--- src/rtl/fifo_ctrl.sv ---
// fifo_ctrl: control front-end that turns a dual-port register-file memory with a
// one-cycle registered read port into a first-word-fall-through FIFO.
//
// The FIFO is split into two parts:
//   - words still held in the memory, tracked by mem_cnt_q
//   - the head word, already read out and presented on mem_rd_data, tracked by out_valid_q
// Only the memory part counts toward full. This lets the head register hold one extra word,
// so the total capacity is MAX_ADDR + 1.
module fifo_ctrl #(
    parameter int unsigned DATA_WIDTH = 4,
    parameter int unsigned MAX_ADDR   = 8,
    parameter int unsigned ADDRSIZE   = $clog2(MAX_ADDR)
) (
    input  logic                  clk,
    input  logic                  reset,

    // Upstream write interface
    input  logic                  in_valid,
    input  logic [DATA_WIDTH-1:0] in_data,
    output logic                  in_ready,

    // Downstream read interface
    output logic                  out_valid,
    output logic [DATA_WIDTH-1:0] out_data,
    input  logic                  out_ready,

    // Memory side
    output logic                  mem_rd_en,
    output logic [ADDRSIZE-1:0]   mem_rd_addr,
    output logic                  mem_wr_en,
    output logic [ADDRSIZE-1:0]   mem_wr_addr,
    output logic [DATA_WIDTH-1:0] mem_wr_data,
    input  logic [DATA_WIDTH-1:0] mem_rd_data,

    // Occupancy
    output logic [ADDRSIZE:0]     count
);

    localparam int unsigned CntW = ADDRSIZE + 1;

    localparam logic [ADDRSIZE-1:0] LastAddr = ADDRSIZE'(MAX_ADDR - 1);
    localparam logic [CntW-1:0]     FullCnt  = CntW'(MAX_ADDR);
    localparam logic [CntW-1:0]     OneCnt   = CntW'(1);

    logic [ADDRSIZE-1:0] wr_ptr_q, wr_ptr_d;
    logic [ADDRSIZE-1:0] rd_ptr_q, rd_ptr_d;
    logic [CntW-1:0]     mem_cnt_q, mem_cnt_d;
    logic                out_valid_q, out_valid_d;

    logic full;
    logic wr_fire;
    logic rd_fire;

    // Handshake decode from registered state only; the head register is excluded from full.
    always_comb begin
        full    = (mem_cnt_q == FullCnt);
        wr_fire = in_valid && !full;
        // Issue a read when memory holds a word and the head slot is free or being vacated.
        rd_fire = (mem_cnt_q != '0) && (!out_valid_q || out_ready);
    end

    // Next-state for pointers, memory occupancy and the head-valid flag.
    always_comb begin
        wr_ptr_d    = wr_ptr_q;
        rd_ptr_d    = rd_ptr_q;
        mem_cnt_d   = mem_cnt_q;
        out_valid_d = out_valid_q;

        // Explicit wrap compare so MAX_ADDR need not be a power of two.
        if (wr_fire) begin
            wr_ptr_d = (wr_ptr_q == LastAddr) ? '0 : wr_ptr_q + 1'b1;
        end
        if (rd_fire) begin
            rd_ptr_d = (rd_ptr_q == LastAddr) ? '0 : rd_ptr_q + 1'b1;
        end

        unique case ({wr_fire, rd_fire})
            2'b10:   mem_cnt_d = mem_cnt_q + OneCnt;
            2'b01:   mem_cnt_d = mem_cnt_q - OneCnt;
            default: mem_cnt_d = mem_cnt_q;
        endcase

        // A fresh read refills the head; otherwise a pop empties it.
        if (rd_fire) begin
            out_valid_d = 1'b1;
        end else if (out_ready) begin
            out_valid_d = 1'b0;
        end
    end

    // State registers with synchronous active-high reset.
    always_ff @(posedge clk) begin
        if (reset) begin
            wr_ptr_q    <= '0;
            rd_ptr_q    <= '0;
            mem_cnt_q   <= '0;
            out_valid_q <= 1'b0;
        end else begin
            wr_ptr_q    <= wr_ptr_d;
            rd_ptr_q    <= rd_ptr_d;
            mem_cnt_q   <= mem_cnt_d;
            out_valid_q <= out_valid_d;
        end
    end

    // Port mapping: the memory holds rd_data while rd_en is low, so out_data stays stable.
    always_comb begin
        in_ready    = !full;
        out_valid   = out_valid_q;
        out_data    = mem_rd_data;
        mem_rd_en   = rd_fire;
        mem_rd_addr = rd_ptr_q;
        mem_wr_en   = wr_fire;
        mem_wr_addr = wr_ptr_q;
        mem_wr_data = in_data;
        count       = mem_cnt_q + CntW'(out_valid_q);
    end

    // Occupancy and pointers stay in range, including non-power-of-two depths.
    a_cnt_range: assert property (@(posedge clk) disable iff (reset)
        mem_cnt_q <= FullCnt);
    a_wr_ptr_range: assert property (@(posedge clk) disable iff (reset)
        wr_ptr_q <= LastAddr);
    a_rd_ptr_range: assert property (@(posedge clk) disable iff (reset)
        rd_ptr_q <= LastAddr);

    // A read and a write in the same cycle never target the same slot.
    a_no_same_addr: assert property (@(posedge clk) disable iff (reset)
        (mem_wr_en && mem_rd_en) |-> (mem_wr_addr != mem_rd_addr));

endmodule

--- config.mk ---
export PLATFORM = sky130hd
export DESIGN_NAME = fifo_ctrl
export DESIGN_NICKNAME = d
export VERILOG_FILES = /design/src/rtl/fifo_ctrl.sv
export SDC_FILE = /design/constraint.sdc
export NUM_CORES = 1
export LEC_CHECK = 0
export CORE_MARGIN = 4
export CORE_UTILIZATION = 32
export DETAILED_ROUTE_END_ITERATION = 10
export PLACE_DENSITY = 0.63
export SLEW_MARGIN = 20
export SYNTH_ARGS = -nofsm -noshare
export SYNTH_HDL_FRONTEND = slang
export SYNTH_SLANG_ARGS = --single-unit
--- constraint.sdc ---
create_clock -name clk -period 3.6 [get_ports clk]
set_clock_uncertainty 0.2 [all_clocks]
set_input_delay 0.72 -clock clk [delete_from_list [all_inputs] [get_ports clk]]
set_output_delay 0.72 -clock clk [all_outputs]
set_load 0.02 [all_outputs]
Word level (Yosys, flattened, before mapping)
Cells that the tools add are included.
- register bits after elaboration: 11
- input bits: 12
- output and inout port bits: 22
- word-level logic and storage cells: 27
- add/sub/neg operators: 5
- eq/ne operators: 5
- muxes and demuxes: 5
- reductions and logical operators: 8
- operators by type and width (kind ; number):
    one-hot mux 4 bit (2 select lines) ; 1
    adder 3 x 1 -> 3 bit, second input constant ; 2
    == test 3 bit, second input constant ; 2
    2-to-1 mux 3 bit ; 2
    adder 4 x 1 -> 4 bit ; 1
    adder 4 x 1 -> 4 bit, second input constant ; 1
    == test 4 bit, second input constant ; 1
    nonzero test 2 bit ; 2
    nonzero test 4 bit ; 1
    subtractor 4 x 1 -> 4 bit, second input constant ; 1
    == test 2 x 1 -> 1 bit, second input constant ; 1
    == test 2 bit, second input constant ; 1
    logical AND 1 bit ; 2
    zero test 1 bit ; 2
    2-to-1 mux 1 bit ; 2
    logical OR 1 bit ; 1

Depth between registers and ports, before layout
Gate-level depths: netlist (run 1).
- depth in word-level cells: 5
- gate-level depth with buffers: 10
- depth with buffers taken out: 9

Least setup slack after synthesis (run 1)
No wires, ideal clock.
- path kind: input to register
- start: input out_ready
- end: register mem_cnt_q[3]
- setup time: 0.071 ns
- arrival time: 2.570 ns
- data required time: 3.329 ns
- slack: 0.759 ns
- stages: 9
- buffers on the path: 1
- cell sequence: nand2b_1 -> nor2b_1 -> clkbuf_2 -> ha_1 -> ha_1 -> a21oi_1 -> a21oi_1 -> or4_1 -> a21oi_1
- word-level cells in the longest chain between the ends: 4
- elaborated cells on any way between the ends: 6
- classes of those cells: eq/ne: 2; mux: 1; reduce/logical: 3
- RTL lines (what ; line ; text):
    from (decl) ; 25 ; input logic out_ready,
    logical OR 1 bit * ; 59 ; rd_fire = (mem_cnt_q != '0) && (!out_valid_q || out_ready);
    logical AND 1 bit * ; 59 ;
    net mem_rd_en ; 28 ; output logic mem_rd_en,
    == test 2 x 1 -> 1 bit or == test 2 bit (tied branches) ; 77 ; unique case ({wr_fire, rd_fire})
    one-hot mux 4 bit (2 select lines) or nonzero test 2 bit (tied branches) ; -- ;
    to (signal assigned) ; 101 ; mem_cnt_q <= mem_cnt_d;
    to (decl) ; 47 ; logic [CntW-1:0] mem_cnt_q, mem_cnt_d;
The timed path passes the listed nets; every way through them passes the cells marked *.
A chain may end at the register's enable or synchronous reset.

Worst setup path after layout (run 1)
- start: input out_ready
- end: output mem_rd_en
- word-level cells in the longest chain between the ends: 2
- RTL lines (what ; line):
    logical OR 1 bit ; 59
    logical AND 1 bit ; 59
    to (decl) ; 28
Every way passes these cells.

==> flow_summary.json, run 1 <==
{
  "worstMarginPinSlew_ps": 454,
  "synth.avg_cell_area_sq_um": 9.08,
  "synth_edf_count": 0,
  "synth_top_cell_area_share_pct": 31.5,
  "die_area_sq_mm": 0.00300,
  "synth_top_family_by_area": "simple AND/OR/NAND/NOR gates",
  "finalCritPeriodShare_pct": 85.5,
  "wirelength_um": 1370,
  "hpwlAfterDp_um": 1010,
  "ys_dominant_reg_cell": "dfxtp_1",
  "postCtsSetupBuffers": 0,
  "core_area_sq_mm": 0.00202,
  "postCtsHoldBufs": 0,
  "first_pass_iters": 2,
  "ys_ff_latch": 11,
  "clock_path_buffers": 2,
  "clk_pin_slew_worst_paths_ps": 70,
  "ant_nets": 0,
  "hp-start": "mem_wr_addr[1]",
  "dpl-instance-area_sq_um": 842,
  "synth_xor_area_share_pct": 5.01,
  "ys_types": 26,
  "final_area_sq_um": 868,
  "final_util_pct": 42.9,
  "htreeDepth": 1,
  "synth_adder_area_share_pct": 19.0,
  "reg2reg_depth": 8,
  "required_ps": 2680,
  "ir_worst_vdd_mv": 0.488,
  "grt_use_total_pct": 10.6,
  "wl_per_cell_um": 11.8,
  "start_kind": "input pin",
  "min_path_cells": 2,
  "synth_mux_area_share_pct": 2.86,
  "place.gp.congestion": 0.792,
  "drive_gt1_share_pct": 8.99,
  "area_delta_synth_final_pct": 24.2,
  "synth_warnings": 0,
  "yosys.area_share.simple_pct": 20.4,
  "yosysMostFrequentCell": "dfxtp_1",
  "synthTopCellsByArea": "dfxtp_1, ha_1, buf_4",
  "holdCritPathClass": "register to register",
  "endpoint_kind": "output port",
  "crit_type": "input pin to output port",
  "p_leak_nw": 0.367,
  "setup_tns_ps": 0,
  "start_util_pct": 34.6,
  "vias": 557,
  "grt_overflow": 0,
  "fmax_mhz": 325,
  "drt-vias-per-instance": 4.80,
  "maxSlewHeadroom_pct": 69.6,
  "hold_viol_final": 0,
  "synthesis.area_sq_um": 699,
  "synth_common_cells": "dfxtp_1, ha_1, a21oi_1, buf_4, nor2_1",
  "grt_max_degree": 12,
  "grt_pass1_vias": 536,
  "finalSetupViolCount": 0,
  "cts_tree": "yes",
  "synthArstFlopShare_pct": 0,
  "cts_sinks": 11,
  "clockRootBuffer": "clkbuf_4",
  "maxCapViolCount": 0,
  "antenna_found_initial": 0,
  "drt-initial-drc-count": 4,
  "syn_inst": 77,
  "die_h_um": 54.8,
  "crit_fanout": 3,
  "nNetsFinal": 112,
  "period_minus_slack_ps": 3080,
  "outcome": "complete, no violations",
  "diodes": 0,
  "yosysSeqAreaShare_pct": 31.5,
  "syn_nets": 99,
  "critPathLaunch": "out_ready",
  "worstPathArrival_ps": 2160,
  "rsz0062_at_grt": "no",
  "synth_area_leader_cell": "dfxtp_1",
  "insertion_delay_ps": 270,
  "slew_violations": 0,
  "io_pins": 34,
  "portBuffers": 17,
  "remaining_drc_errors": 0,
  "rows": 16,
  "synth-compound-area-share_pct": 9.30,
  "r2r-start": "mem_cnt_q[0]",
  "grt_pass1_wl_um": 2210,
  "cts_buffers": 3,
  "fp.dieW_um": 54.8,
  "p_per_area_mw_per_mm2": 955,
  "cts_resized": 0
}
## critical path: stages
cell	delay, ps
clkdlybuf4s50_1	440
nand2b_1	100
nor2b_1	240
clkdlybuf4s50_1	650
## through the flow
stage	instances	hold slack (ps)	worst slack, ps	power (W)
after detailed placement	112	279	382	0.000747
final	116	285	521	0.000829
after CTS	116	289	489	0.000839
after floorplan	77	286	759	0.000571
after global placement	112	267	501	0.000738
after global routing	116	315	422	0.000912
## power by group
| part | internal (W) | switching (W) |
|---|---|---|
| clock | 0.0000430 | 0.0000421 |
| sequential | 0.000162 | 0.0000500 |
| combinational | 0.000254 | 0.000278 |
| total | 0.000459 | 0.000370 |
## registers in the layout, summed over array words and instances, names as in the netlist
signal       cells
mem_cnt_q        4
mem_wr_addr      3
mem_rd_addr      3
out_valid        1
## cells in the final DEF (no fill, tap or decap)
| master | instances |
|---|---|
| a21oi_2 | 2 |
| inv_1 | 4 |
| clkbuf_1 | 1 |
| fa_1 | 1 |
| dfxtp_1 | 11 |
| clkbuf_4 | 3 |
| a21oi_1 | 8 |
| mux2i_1 | 2 |
| ha_1 | 9 |
| or4_1 | 1 |
| nand3_1 | 3 |
| nand3b_1 | 1 |
| nand2_4 | 1 |
| clkdlybuf4s50_1 | 17 |
| nand2b_1 | 2 |
| o31ai_1 | 1 |
| nand2_1 | 3 |
| nand4b_1 | 1 |
| nor2_1 | 8 |
| nor2b_1 | 1 |
| nor4_1 | 1 |
| or4b_4 | 1 |
| buf_4 | 1 |
| or3_1 | 1 |
| xor2_1 | 3 |
| and3_1 | 1 |
| xnor2_1 | 1 |
## layout make-up
| class | instances | area (sq um) |
|---|---|---|
| clock buffer | 4 | 26.3 |
| inverter | 4 | 15.0 |
| multi-input combinational | 52 | 395 |
| timing repair buffer | 18 | 178 |
| sequential | 11 | 220 |
| tap | 27 | 33.8 |
| fill | 209 | 1150 |
## cell families (layout without fill, tap and decap cells)
family,count (synthesis),in the layout
muxes,2,2
adders and majority gates,10,10
DFF,11,11
AOI/OAI and AO/OA,11,11
buffers and inverters,14,26
xor gates and xnor gates,4,4
and+or+nand+nor,25,25
## path summary, 6_finish.rpt
check / endpoint / slack [ps]
min: mem_wr_addr[1] / 290
max: mem_rd_en / 520
min reg2reg: mem_wr_addr[1] / 290
max reg2reg: mem_cnt_q[3] / 830
## metal layers
| layer | global-route usage, % | vias to the layer above | share of wire (%) |
|---|---|---|---|
| li1 | - | 281 | - |
| met2 | 16.1 | 16 | 45 |
| met4 | 3.73 | 0 | 0.73 |
| met3 | 4.90 | 3 | 6.9 |
| met1 | 13.0 | 257 | 47 |
| met5 | 0 | - | 0 |
(Power assumes the default switching activity.)
==> run 2, diff against run 1 <==
Settings changed: PLACE_DENSITY 0.63 to 0.66.
==> run 2 against run 1 <==
Compared with the run above:
- utilization unchanged
- combinational power about the same
- maximum frequency down 0.25%
- sequential cell count unchanged
- hold slack worse by 7.1 ps
==> flow_summary.json, run 2 (synthesis gave the netlist of run 1 again) <==
{
  "outcome": "complete, no violations",
  "reg2reg_depth": 8,
  "p_per_area_mw_per_mm2": 949,
  "hpwlAfterDp_um": 1060,
  "required_ps": 2680,
  "cts_resized": 0,
  "layout_common_cells": "clkdlybuf4s50_1, dfxtp_1, ha_1",
  "grt_overflow": 0,
  "io_pins": 34,
  "start_kind": "input pin",
  "min_path_cells": 2,
  "p_leak_nw": 0.367,
  "remaining_drc_errors": 0,
  "drt-vias-per-instance": 4.77,
  "endpoint_kind": "output port",
  "worst_slack_ps": 513,
  "period_minus_slack_ps": 3090,
  "nNetsFinal": 112,
  "final_common_cell": "clkdlybuf4s50_1",
  "regMostFlops": "mem_cnt_q",
  "clk_pin_slew_worst_paths_ps": 70,
  "dpl-instance-area_sq_um": 842,
  "ff2ff_setup_slack_ps": 840,
  "placed_cells": 112,
  "crit_path_max_incr_delay_ps": 660,
  "grt_max_degree": 12,
  "die_area_sq_mm": 0.00300,
  "rsz0062_at_grt": "no",
  "whs_endpoint": "mem_wr_addr[1]",
  "p_total_w": 0.000824,
  "vias": 553,
  "ir_worst_vdd_mv": 0.455,
  "finalCritPeriodShare_pct": 85.8,
  "holdCritPathClass": "register to register",
  "cts_tree": "yes",
  "crit_type": "input pin to output port",
  "finalSetupViolCount": 0,
  "maxCapViolCount": 0,
  "clock_path_buffers": 2,
  "first_pass_iters": 4,
  "ant_nets": 0,
  "htreeDepth": 1,
  "core_area_sq_mm": 0.00202,
  "fmax_mhz": 324,
  "crit_path_top_delay_cell": "clkdlybuf4s50_1",
  "hold_viol_final": 0,
  "final_area_sq_um": 868,
  "diodes": 0,
  "hp-start": "mem_wr_addr[1]",
  "clockRootBuffer": "clkbuf_4",
  "place_ws_ps": 406,
  "maxSlewHeadroom_pct": 69.0,
  "wirelength_um": 1370,
  "rr_endpoint": "mem_cnt_q[3]",
  "drive_gt1_share_pct": 8.99,
  "slew_violations": 0,
  "cp_cell_sequence": "clkdlybuf4s50_1 > nand2b_1 > nor2b_1 > clkdlybuf4s50_1",
  "die_h_um": 54.8,
  "r2r-start": "mem_cnt_q[0]",
  "crit_fanout": 3,
  "cts_buffers": 3,
  "place.gp.congestion": 0.712,
  "worstPathArrival_ps": 2170,
  "crit_path_frequent_cell": "clkdlybuf4s50_1",
  "start_util_pct": 34.6,
  "portBuffers": 17,
  "cts_sinks": 11,
  "worstMarginPinSlew_ps": 463,
  "area_delta_synth_final_pct": 24.2,
  "grt_pass1_wl_um": 2170,
  "postCtsSetupBuffers": 0,
  "rows": 16,
  "setup_tns_ps": 0,
  "drt-initial-drc-count": 9,
  "instances_no_fill": 116,
  "insertion_delay_ps": 260,
  "antenna_found_initial": 0,
  "largest_register_ffs": 4,
  "grt_use_total_pct": 10.2,
  "fp.dieW_um": 54.8,
  "wl_per_cell_um": 11.8,
  "grt_pass1_vias": 490,
  "postCtsHoldBufs": 0
}
## run 2: cell counts in the layout (fill, tap and decap cells not counted)
Identical to the previous run, type by type.
## run 2: how the worst max path moves through the flow
stage,slack (ps),cells after the start,end,from
2_1_floorplan,760,9,mem_cnt_q[3],out_ready
3_3_place_gp,510,9,mem_cnt_q[3],out_ready
4_1_cts,490,4,mem_rd_en,out_ready
5_1_grt,430,4,mem_rd_en,out_ready
3_5_place_dp,410,9,mem_cnt_q[3],out_ready
6_report,510,4,mem_rd_en,out_ready
## run 2: final cells by class
| type | instances | area [sq um] |
|---|---|---|
| multi-input cells | 52 | 395 |
| clock buffers | 4 | 26.3 |
| repair buffers | 18 | 178 |
| flip-flops and latches | 11 | 220 |
| inverters | 4 | 15.0 |
| fillers | 211 | 1150 |
| well taps | 27 | 33.8 |
## run 2: routing by layer
metal  up-vias  GRT usage, %  wire length [um]
met1       250          12.9               610
met2        22          15.2               614
met4         0          2.49                 0
li1        281             -                 -
met3         0          5.18               143
met5         -             0                 0
## run 2: critical path, delay by kind of cell
kind	cells	cell delay (ps)
and+or+nand+nor	2	350
buffers and inverters	2	1100
## run 2: report_power, final
part	internal [W]	total, W	switching (W)
clock network	0.0000428	0.0000837	0.0000408
logic	0.000254	0.000530	0.000277
registers	0.000162	0.000210	0.0000482
total	0.000459	0.000824	0.000366
## run 2: through the flow
stage          utilization (%)  hold WS [ps]
2_1_floorplan                -           286
3_3_place_gp              41.6           265
3_5_place_dp              41.6           273
4_1_cts                   42.9           283
5_1_grt                   42.9           314
6_report                  42.9           278
==> run 3, diff against run 2 <==
Settings changed: CORE_MARGIN 4 to not set, CORE_UTILIZATION 32 to 37, PLACE_DENSITY 0.66 to 0.74.
==> run 3 against run 2 <==
Compared with the run above:
- sequential power is essentially flat
- clock-buffer cell count is the same
- routed wire length shrank 7.4%
- utilization grew 6.7 points
- clock power grew 2%
- critical path type unchanged
==> flow_summary.json, run 3 (synthesis gave the netlist of run 1 again) <==
{
  "p_total_w": 0.000822,
  "grt_pass1_vias": 507,
  "io_pins": 34,
  "maxCapViolCount": 0,
  "grt_overflow": 0,
  "fp.dieW_um": 45.5,
  "clk_pin_slew_worst_paths_ps": 70,
  "core_area_sq_mm": 0.00175,
  "r2r-start": "mem_cnt_q[0]",
  "remaining_drc_errors": 0,
  "ant_nets": 0,
  "vias": 552,
  "largest_register_ffs": 4,
  "hold_viol_final": 0,
  "start_kind": "input pin",
  "finalSetupViolCount": 0,
  "grt_pass1_wl_um": 2080,
  "first_pass_iters": 4,
  "critPathLaunch": "out_ready",
  "drt-initial-drc-count": 12,
  "crit_fanout": 5,
  "portBuffers": 17,
  "cts_sinks": 11,
  "regMostFlops": "mem_cnt_q",
  "nNetsFinal": 112,
  "rsz0062_at_grt": "no",
  "htreeDepth": 1,
  "outcome": "complete, no violations",
  "fillCellCount": 184,
  "postCtsHoldBufs": 0,
  "drive_gt1_share_pct": 8.99,
  "place.gp.congestion": 0.785,
  "ir_worst_vdd_mv": 0.508,
  "maxSlewHeadroom_pct": 70.7,
  "wl_per_cell_um": 11.1,
  "drt-vias-per-instance": 4.84,
  "layout_common_cells": "clkdlybuf4s50_1, dfxtp_1, ha_1",
  "rows": 15,
  "die_h_um": 45.5,
  "required_ps": 2680,
  "worstMarginPinSlew_ps": 439,
  "cts_buffers": 3,
  "setup_tns_ps": 0,
  "crit_type": "input pin to output port",
  "place_ws_ps": 444,
  "holdCritPathClass": "register to register",
  "postCtsSetupBuffers": 0,
  "worstPathArrival_ps": 2210,
  "antenna_found_initial": 0,
  "grt_max_degree": 12,
  "slew_violations": 0,
  "diodes": 0,
  "period_minus_slack_ps": 3130,
  "clockRootBuffer": "clkbuf_4",
  "p_leak_nw": 0.367,
  "insertion_delay_ps": 270,
  "dpl-instance-area_sq_um": 840,
  "cts_tree": "yes",
  "hp-start": "mem_wr_addr[1]",
  "finalCritPeriodShare_pct": 86.9,
  "p_per_area_mw_per_mm2": 949,
  "die_area_sq_mm": 0.00207,
  "final_common_cell": "clkdlybuf4s50_1",
  "hpwlAfterDp_um": 968,
  "wirelength_um": 1270,
  "start_util_pct": 40.1,
  "cts_resized": 0,
  "area_delta_synth_final_pct": 23.8,
  "endpoint_kind": "output port",
  "final_area_sq_um": 866,
  "clock_path_buffers": 2,
  "grt_use_total_pct": 14.6,
  "final_util_pct": 49.6,
  "fmax_mhz": 320,
  "worst_slack_ps": 473
}
-- run 3: per-stage QoR --
stage                     instances  hold WS [ps]
after CTS                       114           281
after floorplan                  77           286
after detailed placement        110           270
final                           114           277
after global placement          110           264
after global routing            114           320
-- run 3: final timing paths --
kind / endpoint / slack [ps] / depth (start not counted)
max: mem_rd_en / 470 / 5
min: mem_wr_addr[1] / 280 / 2
max reg2reg: mem_cnt_q[3] / 860 / 8
min reg2reg: mem_wr_addr[1] / 280 / 2
-- run 3: worst max-delay path, stage by stage --
cell	delay [ps]
clkdlybuf4s50_1	440
nand2b_1	110
nor2b_1	180
buf_4	160
clkdlybuf4s50_1	600
-- run 3: report_power, final --
part | switching [W] | leakage (nW) | internal [W]
combinational | 0.000272 | 0.262 | 0.000255
sequential | 0.0000484 | 0.0903 | 0.000162
clock | 0.0000421 | 0.0150 | 0.0000430
total | 0.000362 | 0.367 | 0.000460
-- run 3: cell type report --
class,count,area (sq um),share of cell area (%)
Multi-Input combinational cell,52,395,45.7
Sequential cell,11,220,25.4
Timing Repair Buffer,18,178,20.5
Tap cell,25,31.3,3.61
Clock buffer,4,26.3,3.03
Inverter,4,15.0,1.73
-- run 3: metal layers --
| metal | global-route usage [%] | part of all wire [%] |
|---|---|---|
| met1 | 16.3 | 45 |
| met2 | 22.3 | 45 |
| met3 | 7.54 | 7.1 |
| met4 | 7.88 | 2.0 |
| met5 | 0 | 0 |
